<file path="src/rtl/uart_rx_fsm_pkg.sv">
// uart_rx_fsm_pkg: state encoding, sampling offset and legal oversampling ratios for the UART receiver
package uart_rx_fsm_pkg;
  typedef enum logic [2:0] {IDLE, START, DATA, PARITY, STOP} state_e;
  localparam int SMP_OFS  = 2;
  localparam int PRESC_8  = 8;
  localparam int PRESC_16 = 16;
  localparam int PRESC_32 = 32;
  function automatic logic presc_legal(input int p);
    return p == PRESC_8 || p == PRESC_16 || p == PRESC_32;
  endfunction
endpackage

</file>
<file path="src/rtl/edge_bit_counter.sv">
// edge_bit_counter: oversample position within a bit and frame bit index, sequenced by the receive FSM
module edge_bit_counter #(
  parameter int PRESCALE_W = 6
) (
  input  logic                  clk,
  input  logic                  rst_ni,
  input  logic                  en_i,
  input  logic                  clr_i,
  input  logic [PRESCALE_W-1:0] eob_i,
  output logic [PRESCALE_W-1:0] edge_cnt_o,
  output logic [3:0]            bit_cnt_o
);
  logic [PRESCALE_W-1:0] edge_cnt_q, edge_cnt_d;
  logic [3:0] bit_cnt_q, bit_cnt_d;
  logic wrap;
  always_comb begin
    wrap       = edge_cnt_q == eob_i;
    edge_cnt_d = clr_i ? '0 : en_i ? (wrap ? '0 : edge_cnt_q + 1'b1) : edge_cnt_q;
    bit_cnt_d  = clr_i ? '0 : (en_i && wrap) ? bit_cnt_q + 1'b1 : bit_cnt_q;
  end
  always_ff @(posedge clk or negedge rst_ni) begin
    if (!rst_ni) begin
      edge_cnt_q <= '0;
      bit_cnt_q  <= '0;
    end else begin
      edge_cnt_q <= edge_cnt_d;
      bit_cnt_q  <= bit_cnt_d;
    end
  end
  assign edge_cnt_o = edge_cnt_q;
  assign bit_cnt_o  = bit_cnt_q;
endmodule

</file>
<file path="src/rtl/uart_rx_fsm.sv">
// uart_rx_fsm: UART receive control FSM driving the sampler, deserializer and start/parity/stop checkers.
// Define UART_RX_ERR_CNT_EN to add frm_err_cnt, an 8-bit saturating count of rejected frames.
module uart_rx_fsm
  import uart_rx_fsm_pkg::*;
#(
  parameter int DATA_WIDTH = 8,
  parameter int PRESCALE_W = 6
) (
  input  logic                  clk,
  input  logic                  reset,
  input  logic                  RX_IN,
  input  logic                  PAR_EN,
  input  logic [PRESCALE_W-1:0] Prescale,
  input  logic                  strt_glitch,
  input  logic                  par_err,
  input  logic                  stp_err,
  output logic [PRESCALE_W-1:0] edge_cnt,
  output logic [3:0]            bit_cnt,
  output logic                  dat_samp_en,
  output logic                  deser_en,
  output logic                  strt_chk_en,
  output logic                  par_chk_en,
  output logic                  stp_chk_en,
  output logic                  data_valid
`ifdef UART_RX_ERR_CNT_EN
  ,
  output logic [7:0]            frm_err_cnt
`endif
);
  state_e state_q, state_d;
  logic par_en_q, par_err_q;
  logic [PRESCALE_W-1:0] prescale_q, eob, smp_pre;
  logic eob_hit, frame_start, frame_ok, cnt_en, cnt_clr, stop_eob;
  always_comb begin
    eob     = prescale_q - 1'b1;
    smp_pre = (prescale_q >> 1) + PRESCALE_W'(SMP_OFS - 1);
    eob_hit = edge_cnt == eob;
    state_d = state_q;
    case (state_q)
      IDLE:    state_d = RX_IN ? IDLE : START;
      START:   state_d = !eob_hit ? START : strt_glitch ? IDLE : DATA;
      DATA:    state_d = (eob_hit && bit_cnt == 4'(DATA_WIDTH)) ? (par_en_q ? PARITY : STOP) : DATA;
      PARITY:  state_d = eob_hit ? STOP : PARITY;
      STOP:    state_d = !eob_hit ? STOP : RX_IN ? IDLE : START;
      default: state_d = IDLE;
    endcase
    frame_start = state_d == START && state_q != START;
    frame_ok    = !stp_err && (!par_en_q || !par_err_q);
    stop_eob    = state_q == STOP && eob_hit;
    cnt_en      = state_q != IDLE;
    cnt_clr     = !cnt_en || (eob_hit && (state_d == IDLE || state_d == START));
  end
  edge_bit_counter #(.PRESCALE_W(PRESCALE_W)) u_edge_bit_counter (
    .clk        (clk),
    .rst_ni     (reset),
    .en_i       (cnt_en),
    .clr_i      (cnt_clr),
    .eob_i      (eob),
    .edge_cnt_o (edge_cnt),
    .bit_cnt_o  (bit_cnt)
  );
  // checker strobes are registered one count early so they line up with edge_cnt == SMP
  always_ff @(posedge clk or negedge reset) begin
    if (!reset) begin
      state_q     <= IDLE;
      par_en_q    <= 1'b0;
      par_err_q   <= 1'b0;
      prescale_q  <= PRESCALE_W'(PRESC_8);
      dat_samp_en <= 1'b0;
      deser_en    <= 1'b0;
      strt_chk_en <= 1'b0;
      par_chk_en  <= 1'b0;
      stp_chk_en  <= 1'b0;
      data_valid  <= 1'b0;
`ifdef UART_RX_ERR_CNT_EN
      frm_err_cnt <= '0;
`endif
    end else begin
      state_q     <= state_d;
      par_en_q    <= frame_start ? PAR_EN : par_en_q;
      prescale_q  <= !frame_start ? prescale_q : presc_legal(int'(Prescale)) ? Prescale : PRESCALE_W'(PRESC_8);
      par_err_q   <= frame_start ? 1'b0 : (state_q == PARITY && eob_hit) ? par_err : par_err_q;
      dat_samp_en <= state_d != IDLE;
      strt_chk_en <= state_q == START && edge_cnt == smp_pre;
      deser_en    <= state_q == DATA && edge_cnt == smp_pre;
      par_chk_en  <= state_q == PARITY && edge_cnt == smp_pre;
      stp_chk_en  <= state_q == STOP && edge_cnt == smp_pre;
      data_valid  <= stop_eob && frame_ok;
`ifdef UART_RX_ERR_CNT_EN
      frm_err_cnt <= (stop_eob && !frame_ok && frm_err_cnt != 8'hFF) ? frm_err_cnt + 1'b1 : frm_err_cnt;
`endif
    end
  end
endmodule

</file>
<file path="config.mk">
export PLATFORM = sky130hd
export DESIGN_NAME = uart_rx_fsm
export DESIGN_NICKNAME = d
export VERILOG_FILES = /design/src/rtl/uart_rx_fsm_pkg.sv /design/src/rtl/edge_bit_counter.sv /design/src/rtl/uart_rx_fsm.sv
export SDC_FILE = /design/constraint.sdc
export NUM_CORES = 1
export LEC_CHECK = 0
export ABC_AREA = 0
export CAP_MARGIN = 10
export CORE_MARGIN = 2
export CORE_UTILIZATION = 58
export CTS_BUF_LIST = sky130_fd_sc_hd__clkbuf_4
export DETAILED_ROUTE_END_ITERATION = 8
export GPL_TIMING_DRIVEN = 1
export PLACE_DENSITY = 0.95
export SKIP_CTS_REPAIR_TIMING = 1
export SYNTH_ARGS = -nofsm -noshare
export SYNTH_HDL_FRONTEND = slang
export SYNTH_SLANG_ARGS = --single-unit
</file>
<file path="constraint.sdc">
create_clock -name clk -period 3.95 [get_ports clk]
set_input_delay 0.9875 -clock clk [delete_from_list [all_inputs] [get_ports clk]]
set_output_delay 0.9875 -clock clk [all_outputs]
set_load 0.01 [all_outputs]
</file>
# After elaboration in Yosys (flattened, before gate mapping)
# Index checks and enable logic that the tools add are counted.
[word_totals] register_bits=27 input_bits=13 output_inout_bits=16
[op_classes] n_addsub=4 n_eq_ne=12 muxes=16 n_reduce_logical=28
[op_table] cell="$mux 6" count=4
[op_table] cell="$pmux 3 s5" count=1
[op_table] cell="$eq 6x6->1" count=2
[op_table] cell="$eq 6x6->1 const B" count=2
[op_table] cell="$logic_and 1x1->1" count=12
[op_table] cell="$mux 3" count=4
[op_table] cell="$mux 4" count=2
[op_table] cell="$add 5x1->6 const B" count=1
[op_table] cell="$add 6x1->6 const B" count=1
[op_table] cell="$eq 3x1->1 const B" count=2
[op_table] cell="$eq 3x2->1 const B" count=2
[op_table] cell="$eq 6x5->1 const B" count=1
[op_table] cell="$logic_not 3->1" count=2
[op_table] cell="$reduce_bool 2->1" count=3
[op_table] cell="$reduce_bool 3->1" count=2
[op_table] cell="$sub 6x1->6 const B" count=1
[op_table] cell="$logic_or 1x1->1" count=5
[op_table] cell="$add 4x1->4 const B" count=1
[op_table] cell="$eq 4x4->1 const B" count=1
[op_table] cell="$logic_not 1->1" count=4
[op_table] cell="$mux 2" count=2
[op_table] cell="$eq 3x3->1 const B" count=1
[op_table] cell="$mux 1" count=3
[op_table] cell="$ne 3x1->1 const B" count=1

# Longest topological paths before layout
# Gate-level depths: netlist (run 1).
[depth] ltp_word=10 depth_mapped=9 depth_no_buf=7

# Modules after synthesis
# Synthesis (run 1) repeated with hierarchy kept, for this count alone.
[hier_totals] cells_unflattened=176 area_unflattened_um2=1757.9
[by_module_without_submodules] mod="uart_rx_fsm" instances=1 cells_each=117 area_per_inst_um2=1167.4 seq_area_each_um2=426.7
[by_module_without_submodules] mod="edge_bit_counter" instances=1 cells_each=59 area_per_inst_um2=590.6 seq_area_each_um2=250.2

# Worst setup path before layout (run 1)
# OpenSTA, ideal clock, no wires.
[synth_timing] path_kind="flip-flop to flip-flop" start="reg prescale_q[0]" end="reg par_en_q" setup_time_ps=125 arrival_ps=2251 required_ps=3825 path_slack_ps=1574 path_stages_with_launch=9 n_path_buf=1 cell_sequence="dfrtp_1 inv_1 ha_1 xnor3_1 nand3_1 or4_1 buf_6 a21oi_4 mux2_2"
[synth_via] elab_chain_cells=7 elab_cells_between_ends=10 classes_between="add/sub: 1; eq/ne: 2; mux: 5; reduce/logical: 2"
[synth_lines] item="start, declared" line="uart_rx_fsm.sv:32" rtl="logic [PRESCALE_W-1:0] prescale_q, eob, smp_pre;"
[synth_lines] item="start signal, assigned" line="uart_rx_fsm.sv:68" rtl="prescale_q <= PRESCALE_W'(PRESC_8);"
[synth_lines] item="start signal, assigned" line="uart_rx_fsm.sv:81" rtl="prescale_q <= !frame_start ? prescale_q : presc_legal(int'(Prescale)) ? Prescale : PRESCALE_W'(PRESC_8);"
[synth_lines] item="$sub 6x1->6 *" line="uart_rx_fsm.sv:35" rtl="eob = prescale_q - 1'b1;"
[synth_lines] item="$eq 6x6->1 *" line="uart_rx_fsm.sv:37" rtl="eob_hit = edge_cnt == eob;"
[synth_lines] item="$logic_and 1x1->1" line="uart_rx_fsm.sv:42" rtl="DATA: state_d = (eob_hit && bit_cnt == 4'(DATA_WIDTH)) ? (par_en_q ? PARITY : STOP) : DATA;"
[synth_lines] item="$mux 3" line="uart_rx_fsm.sv:42"
[synth_lines] item="$pmux 3 s5 *" line="uart_rx_fsm.sv:39" rtl="case (state_q)"
[synth_lines] item="$eq 3x1->1 *" line="uart_rx_fsm.sv:47" rtl="frame_start = state_d == START && state_q != START;"
[synth_lines] item="$logic_and 1x1->1 *" line="uart_rx_fsm.sv:47"
[synth_lines] item="end signal, assigned" line="uart_rx_fsm.sv:80" rtl="par_en_q <= frame_start ? PAR_EN : par_en_q;"
[synth_lines] item="end, declared" line="uart_rx_fsm.sv:31" rtl="logic par_en_q, par_err_q;"
# Every way passes the cells marked *; elsewhere a longest branch is shown, timed or not.
# A chain may end at the register's enable or synchronous reset.

# Worst setup path after layout (run 1)
# Ends and elaborated chain as after synthesis.

==> results.sh, run 1 <==
export IMPL_synthTopCellsByCount="26 x dfrtp_1, 12 x xnor2_1, 10 x nor3_1"
export IMPL_r2r_start="prescale_q[0]"
export IMPL_whs_ps=510.7
export IMPL_r2r_cells=7
export IMPL_dieArea_um2=3207
export IMPL_yosysTopAreaCell="dfrtp_1"
export IMPL_core_um2=2686
export IMPL_routabilityCongestion=0.9118
export IMPL_worstMarginPinSlew_ps=929.5
export IMPL_power_density_nw_per_um2=686.0
export IMPL_nets=200
export IMPL_fin_skew_ps=3.272
export IMPL_rows=19
export IMPL_ant_nets=0
export IMPL_hold_violations=0
export IMPL_grt_pass1_wl_mm=5.934
export IMPL_drv_cap=0
export IMPL_hold_path_class="reg2reg"
export IMPL_r2r_end="par_en_q"
export IMPL_slew_viol_final=0
export IMPL_clock_latency_ps=320
export IMPL_drt_total_wl_mm=3.440
export IMPL_fillers=198
export IMPL_cts_tree="done"
export IMPL_synth_top_area_frac=0.4050
export IMPL_syn_nets=175
export IMPL_crit_type="reg2reg"
export IMPL_synthesis_area_um2=1607
export IMPL_cp_arrival_ps=3150
export IMPL_dp_hpwl_mm=2.623
export IMPL_synth_edf_count=0
export IMPL_slew_headroom=0.3756
export IMPL_setup_violations_final=0
export IMPL_antenna_cells=0
export IMPL_timing_hold_worst_path_depth=1
export IMPL_fin_crit_sh=0.7434
export IMPL_vdd_drop_max_mv=0.4765
export IMPL_ys_ff_latch=27
export IMPL_yosys_warnings=0
export IMPL_worst_slack_ps=1014
export IMPL_multi_input_area_um2=855.8
export IMPL_portBuffers=28
export IMPL_overflow=0
export IMPL_die_h_um=56.63
export IMPL_antenna_found_initial=0
export IMPL_register_area_um2=676.9
export IMPL_hold_path_end="data_valid"
export IMPL_ys_seq_area_frac=0.4213
export IMPL_layout_min_cycle_time_ps=2936
export IMPL_final_util=0.7117
export IMPL_synthCells=156
export IMPL_drt_iter0_markers=51
export IMPL_cp_max_fo=19
export IMPL_avgSynthCellArea_um2=10.30
export IMPL_reg2reg_slack_ps=1010
export IMPL_path_clk_slew_ps=140
export IMPL_cts_buffers_inserted=3
export IMPL_status="completed"
export IMPL_end_kind="flop"
export IMPL_grt_pass1_vias=1282
export IMPL_area_growth_pct=19.00
export IMPL_routed_via_count=1304
export IMPL_firstDrtPassIters=4
export IMPL_cp_start_kind="flop"
export IMPL_ios=29
export IMPL_drc=0
export IMPL_tns_ps=0
export IMPL_clkSinkCount=27
export IMPL_die_w_um=56.63
export IMPL_clock_path_buffers=2
export IMPL_track_usage=0.2347
export IMPL_critPathRequiredTime_ps=4170
export IMPL_grt_max_degree=28
export IMPL_post_place_ws_ps=1057
export IMPL_synth_cell_type_count=46
export IMPL_start_util=0.5980
export IMPL_rsz0062_at_grt="false"
export IMPL_ys_async_sr_fraction=1.000
export IMPL_clockRootBuffer="clkbuf_4"
export IMPL_viasPerCell=6.180
export IMPL_p_leak_nw=0.7565
export IMPL_fmax_ghz=0.3405
export IMPL_drive_above_1_share=0.07778
export IMPL_synthTopCellsByArea="dfrtp_1 40%, xnor2_1 6.5%, ha_1 4.7%"
export IMPL_wl_per_cell_um=16.30
export IMPL_hold_start="par_err_q"
export IMPL_synth_ff_type="dfrtp_1"
export IMPL_h_tree_depth=1
export IMPL_synth_most_common_cell="dfrtp_1"
-- power by group --
| group | internal (mW) | switching (mW) |
|---|---|---|
| sequential | 0.360 | 0.139 |
| combinational | 0.344 | 0.343 |
| clock | 0.0463 | 0.0785 |
| total | 0.751 | 0.561 |
-- worst max-delay path by stage --
stage,start,to,slack (ps)
final,prescale_q[0],par_en_q,1010
after detailed placement,prescale_q[0],par_en_q,1060
after global routing,prescale_q[0],par_en_q,930
after CTS,prescale_q[0],par_en_q,1030
after global placement,prescale_q[0],par_en_q,1250
after floorplan,prescale_q[0],par_en_q,1570
-- per-layer routing --
| layer | wire length (µm) | part of all wire | up-vias | global-route usage |
|---|---|---|---|---|
| met1 | 1479 | 0.43 | 642 | 0.3141 |
| met2 | 1777 | 0.52 | 42 | 0.4037 |
| li1 | - | - | 614 | - |
| met3 | 136 | 0.040 | 6 | 0.02304 |
| met4 | 46 | 0.013 | 0 | 0.06803 |
| met5 | 0 | 0 | - | 0 |
-- logic make-up after synthesis --
group | Yosys count | share of synthesized area
AOI/OAI and AO/OA | 31 | 0.1480
xor gates and xnor gates | 18 | 0.1067
adders and majority gates | 6 | 0.04673
buffers and inverters | 15 | 0.04595
DFF | 27 | 0.4213
muxes | 2 | 0.01402
and+or+nand+nor | 57 | 0.2173
-- registers in the layout, summed over array words and instances, names as in the netlist --
register / cells
prescale_q: 6
par_en_q: 1
deser_en: 1
state_q: 3
data_valid: 1
u_edge_bit_counter.bit_cnt_o: 4
dat_samp_en: 1
par_chk_en: 1
stp_chk_en: 1
u_edge_bit_counter.edge_cnt_o: 6
strt_chk_en: 1
par_err_q: 1
-- placed cells by master (no fill, tap or decap), types with 3 or more instances in the layout --
master / instances
clkbuf_4: 4
clkdlybuf4s50_1: 28
dfrtp_1: 26
ha_1: 6
inv_1: 6
nand2_1: 6
nand2b_1: 6
nand3_1: 6
nor2_1: 7
nor3_1: 10
nor4_1: 3
o21ai_0: 7
xnor2_1: 12
xor2_1: 5
-- through the flow --
| stage | instance area, µm² | instances | total power, mW |
|---|---|---|---|
| after floorplan | 1607 | 156 | 0.9910 |
| final | 1912 | 211 | 1.312 |
| after global placement | 1882 | 207 | 1.133 |
| after CTS | 1912 | 211 | 1.308 |
| after detailed placement | 1882 | 207 | 1.186 |
| after global routing | 1912 | 211 | 1.402 |
-- critical path, stage by stage (launching register included) --
cell     delay, ps
dfrtp_1        470
inv_1          100
ha_1           220
xnor3_1        390
nand3_1        160
or4_1          770
a21oi_4        350
mux2_2         360
-- layout make-up --
class / count / area share
inverters: 6 / 0.01178
flip-flops and latches: 27 / 0.3541
well taps: 31 / 0.02029
repair buffers: 29 / 0.1505
clock buffers: 4 / 0.01571
multi-input cells: 114 / 0.4476
No activity file was read; power rests on OpenSTA's default activity.
==> inputs of run 2 (changes only) <==
--- a/config.mk
+++ b/config.mk
@@ -8,11 +8,11 @@
 export ABC_AREA = 0
 export CAP_MARGIN = 10
 export CORE_MARGIN = 2
-export CORE_UTILIZATION = 58
+export CORE_UTILIZATION = 54
 export CTS_BUF_LIST = sky130_fd_sc_hd__clkbuf_4
 export DETAILED_ROUTE_END_ITERATION = 8
 export GPL_TIMING_DRIVEN = 1
-export PLACE_DENSITY = 0.95
+export PLACE_DENSITY = 0.91
 export SKIP_CTS_REPAIR_TIMING = 1
 export SYNTH_ARGS = -nofsm -noshare
 export SYNTH_HDL_FRONTEND = slang
==> constraint.sdc (replaced) <==
create_clock -name clk -period 2.9 [get_ports clk]
set_input_delay 0.725 -clock clk [delete_from_list [all_inputs] [get_ports clk]]
set_output_delay 0.725 -clock clk [all_outputs]
set_load 0.01 [all_outputs]
==> run 2 against run 1 <==
Effect of this change:
- core utilization is 1.9 points lower
- largest cell class unchanged
- worst setup slack worse by 720 ps
- sequential cell count stayed put
- routed wire length is 4.7% higher
- sequential share of layout area is 0.28 points lower
- global-route usage is 0.13 points higher
- register-to-register slack worse by 720 ps
- total power is 37% higher
- non-clock buffer count is 2 higher
==> results.sh, run 2 (synthesis results as in run 1) <==
export IMPL_status="completed"
export IMPL_slowest_delay_ps=520
export IMPL_antenna_found_initial=0
export IMPL_multi_input_area_um2=855.8
export IMPL_area_growth_pct=19.94
export IMPL_hold_path_class="reg2reg"
export IMPL_core_um2=2781
export IMPL_grt_max_degree=28
export IMPL_placed_cell_area_um2=1897
export IMPL_final_area_um2=1927
export IMPL_final_common_cell="clkdlybuf4s50_1"
export IMPL_rsz0062_at_grt="false"
export IMPL_h_tree_depth=1
export IMPL_die_w_um=58.55
export IMPL_hold_violations=0
export IMPL_firstDrtPassIters=4
export IMPL_fin_crit_sh=0.8977
export IMPL_rows=19
export IMPL_cp_cell_sequence="inv_1, ha_1, xnor3_1, nand3_1, or4_1, buf_4, a211o_1, o22a_1"
export IMPL_routed_via_count=1329
export IMPL_clockRootBuffer="clkbuf_4"
export IMPL_register_area_um2=676.9
export IMPL_ant_nets=0
export IMPL_ios=29
export IMPL_drc=0
export IMPL_final_util=0.6928
export IMPL_crit_type="reg2reg"
export IMPL_drt_total_wl_mm=3.602
export IMPL_tns_ps=0
export IMPL_power_density_nw_per_um2=931.9
export IMPL_antenna_cells=0
export IMPL_final_cell_mix="28 x clkdlybuf4s50_1, 26 x dfrtp_1, 12 x xnor2_1, 10 x nor3_1"
export IMPL_die_h_um=58.55
export IMPL_drv_cap=0
export IMPL_cts_tree="done"
export IMPL_drive_above_1_share=0.08791
export IMPL_slew_viol_final=0
export IMPL_fillers=201
export IMPL_portBuffers=28
export IMPL_cp_start_kind="flop"
export IMPL_whs_ps=503.2
export IMPL_cp_max_fo=17
export IMPL_end_kind="flop"
export IMPL_fmax_ghz=0.3841
export IMPL_nets=202
export IMPL_path_clk_slew_ps=130
export IMPL_cp_arrival_ps=2860
export IMPL_cts_buffers_inserted=3
export IMPL_clock_latency_ps=320
export IMPL_worstMarginPinSlew_ps=725.6
export IMPL_dieArea_um2=3428
export IMPL_clock_path_buffers=2
export IMPL_timing_hold_worst_path_depth=1
export IMPL_p_leak_nw=0.7661
export IMPL_wl_per_cell_um=16.91
export IMPL_drt_iter0_markers=47
export IMPL_track_usage=0.2361
export IMPL_dp_hpwl_mm=2.716
export IMPL_r2r_cells=8
export IMPL_layout_min_cycle_time_ps=2603
export IMPL_viasPerCell=6.239
export IMPL_grt_pass1_wl_mm=6.182
export IMPL_overflow=0
export IMPL_critPathRequiredTime_ps=3160
export IMPL_grt_pass1_vias=1341
export IMPL_total_power_mw=1.796
export IMPL_start_util=0.5776
export IMPL_vdd_drop_max_mv=0.6692
export IMPL_routabilityCongestion=0.9025
export IMPL_cpMaxStageDelayCell="or4_1"
export IMPL_fin_skew_ps=7.894
export IMPL_setup_violations_final=0
export IMPL_slew_headroom=0.5125
export IMPL_clkSinkCount=27
==> run 2: worst paths after layout <==
check | end | start | slack (ps)
min in group asynchronous | u_edge_bit_counter.edge_cnt_o[3] | reset | 760
min | data_valid | par_err_q | 500
max in group asynchronous | prescale_q[3] | reset | 1830
min reg2reg | data_valid | par_err_q | 500
max reg2reg | prescale_q[3] | prescale_q[0] | 300
max | prescale_q[3] | prescale_q[0] | 300
==> run 2: where the power goes <==
| part | switching [mW] | leakage, nW | internal (mW) |
|---|---|---|---|
| Combinational | 0.456 | 0.398 | 0.486 |
| Clock | 0.105 | 0.0184 | 0.0631 |
| Sequential | 0.195 | 0.350 | 0.490 |
==> run 2: layer usage <==
metal	GRT usage	vias to the layer above	wire length, µm
met1	0.3016	654	1492
met4	0.07641	0	29
li1	-	619	-
met5	0	-	0
met3	0.04615	6	194
met2	0.4029	50	1885
==> run 2: area by class of cell <==
type                       instances  area share
multi-input combinational        114      0.4442
sequential                        27      0.3513
timing repair buffer              31      0.1571
tap                               31     0.02013
clock buffer                       4     0.01558
inverter                           6     0.01169
==> run 2: through the flow <==
stage,worst slack (ps),cells
global route,168.0,213
detailed placement,332.9,209
global placement,430.7,209
floorplan,524.5,156
finish,296.8,213
CTS,304.2,213
==> run 2: worst max-delay path: cells and delay by family, from the launching register on <==
family	cells	cell delay, ps
compound gates	2	510
xor+xnor	1	360
fa+ha+maj	1	210
buf+inv	2	330
flops	1	470
simple gates	2	660
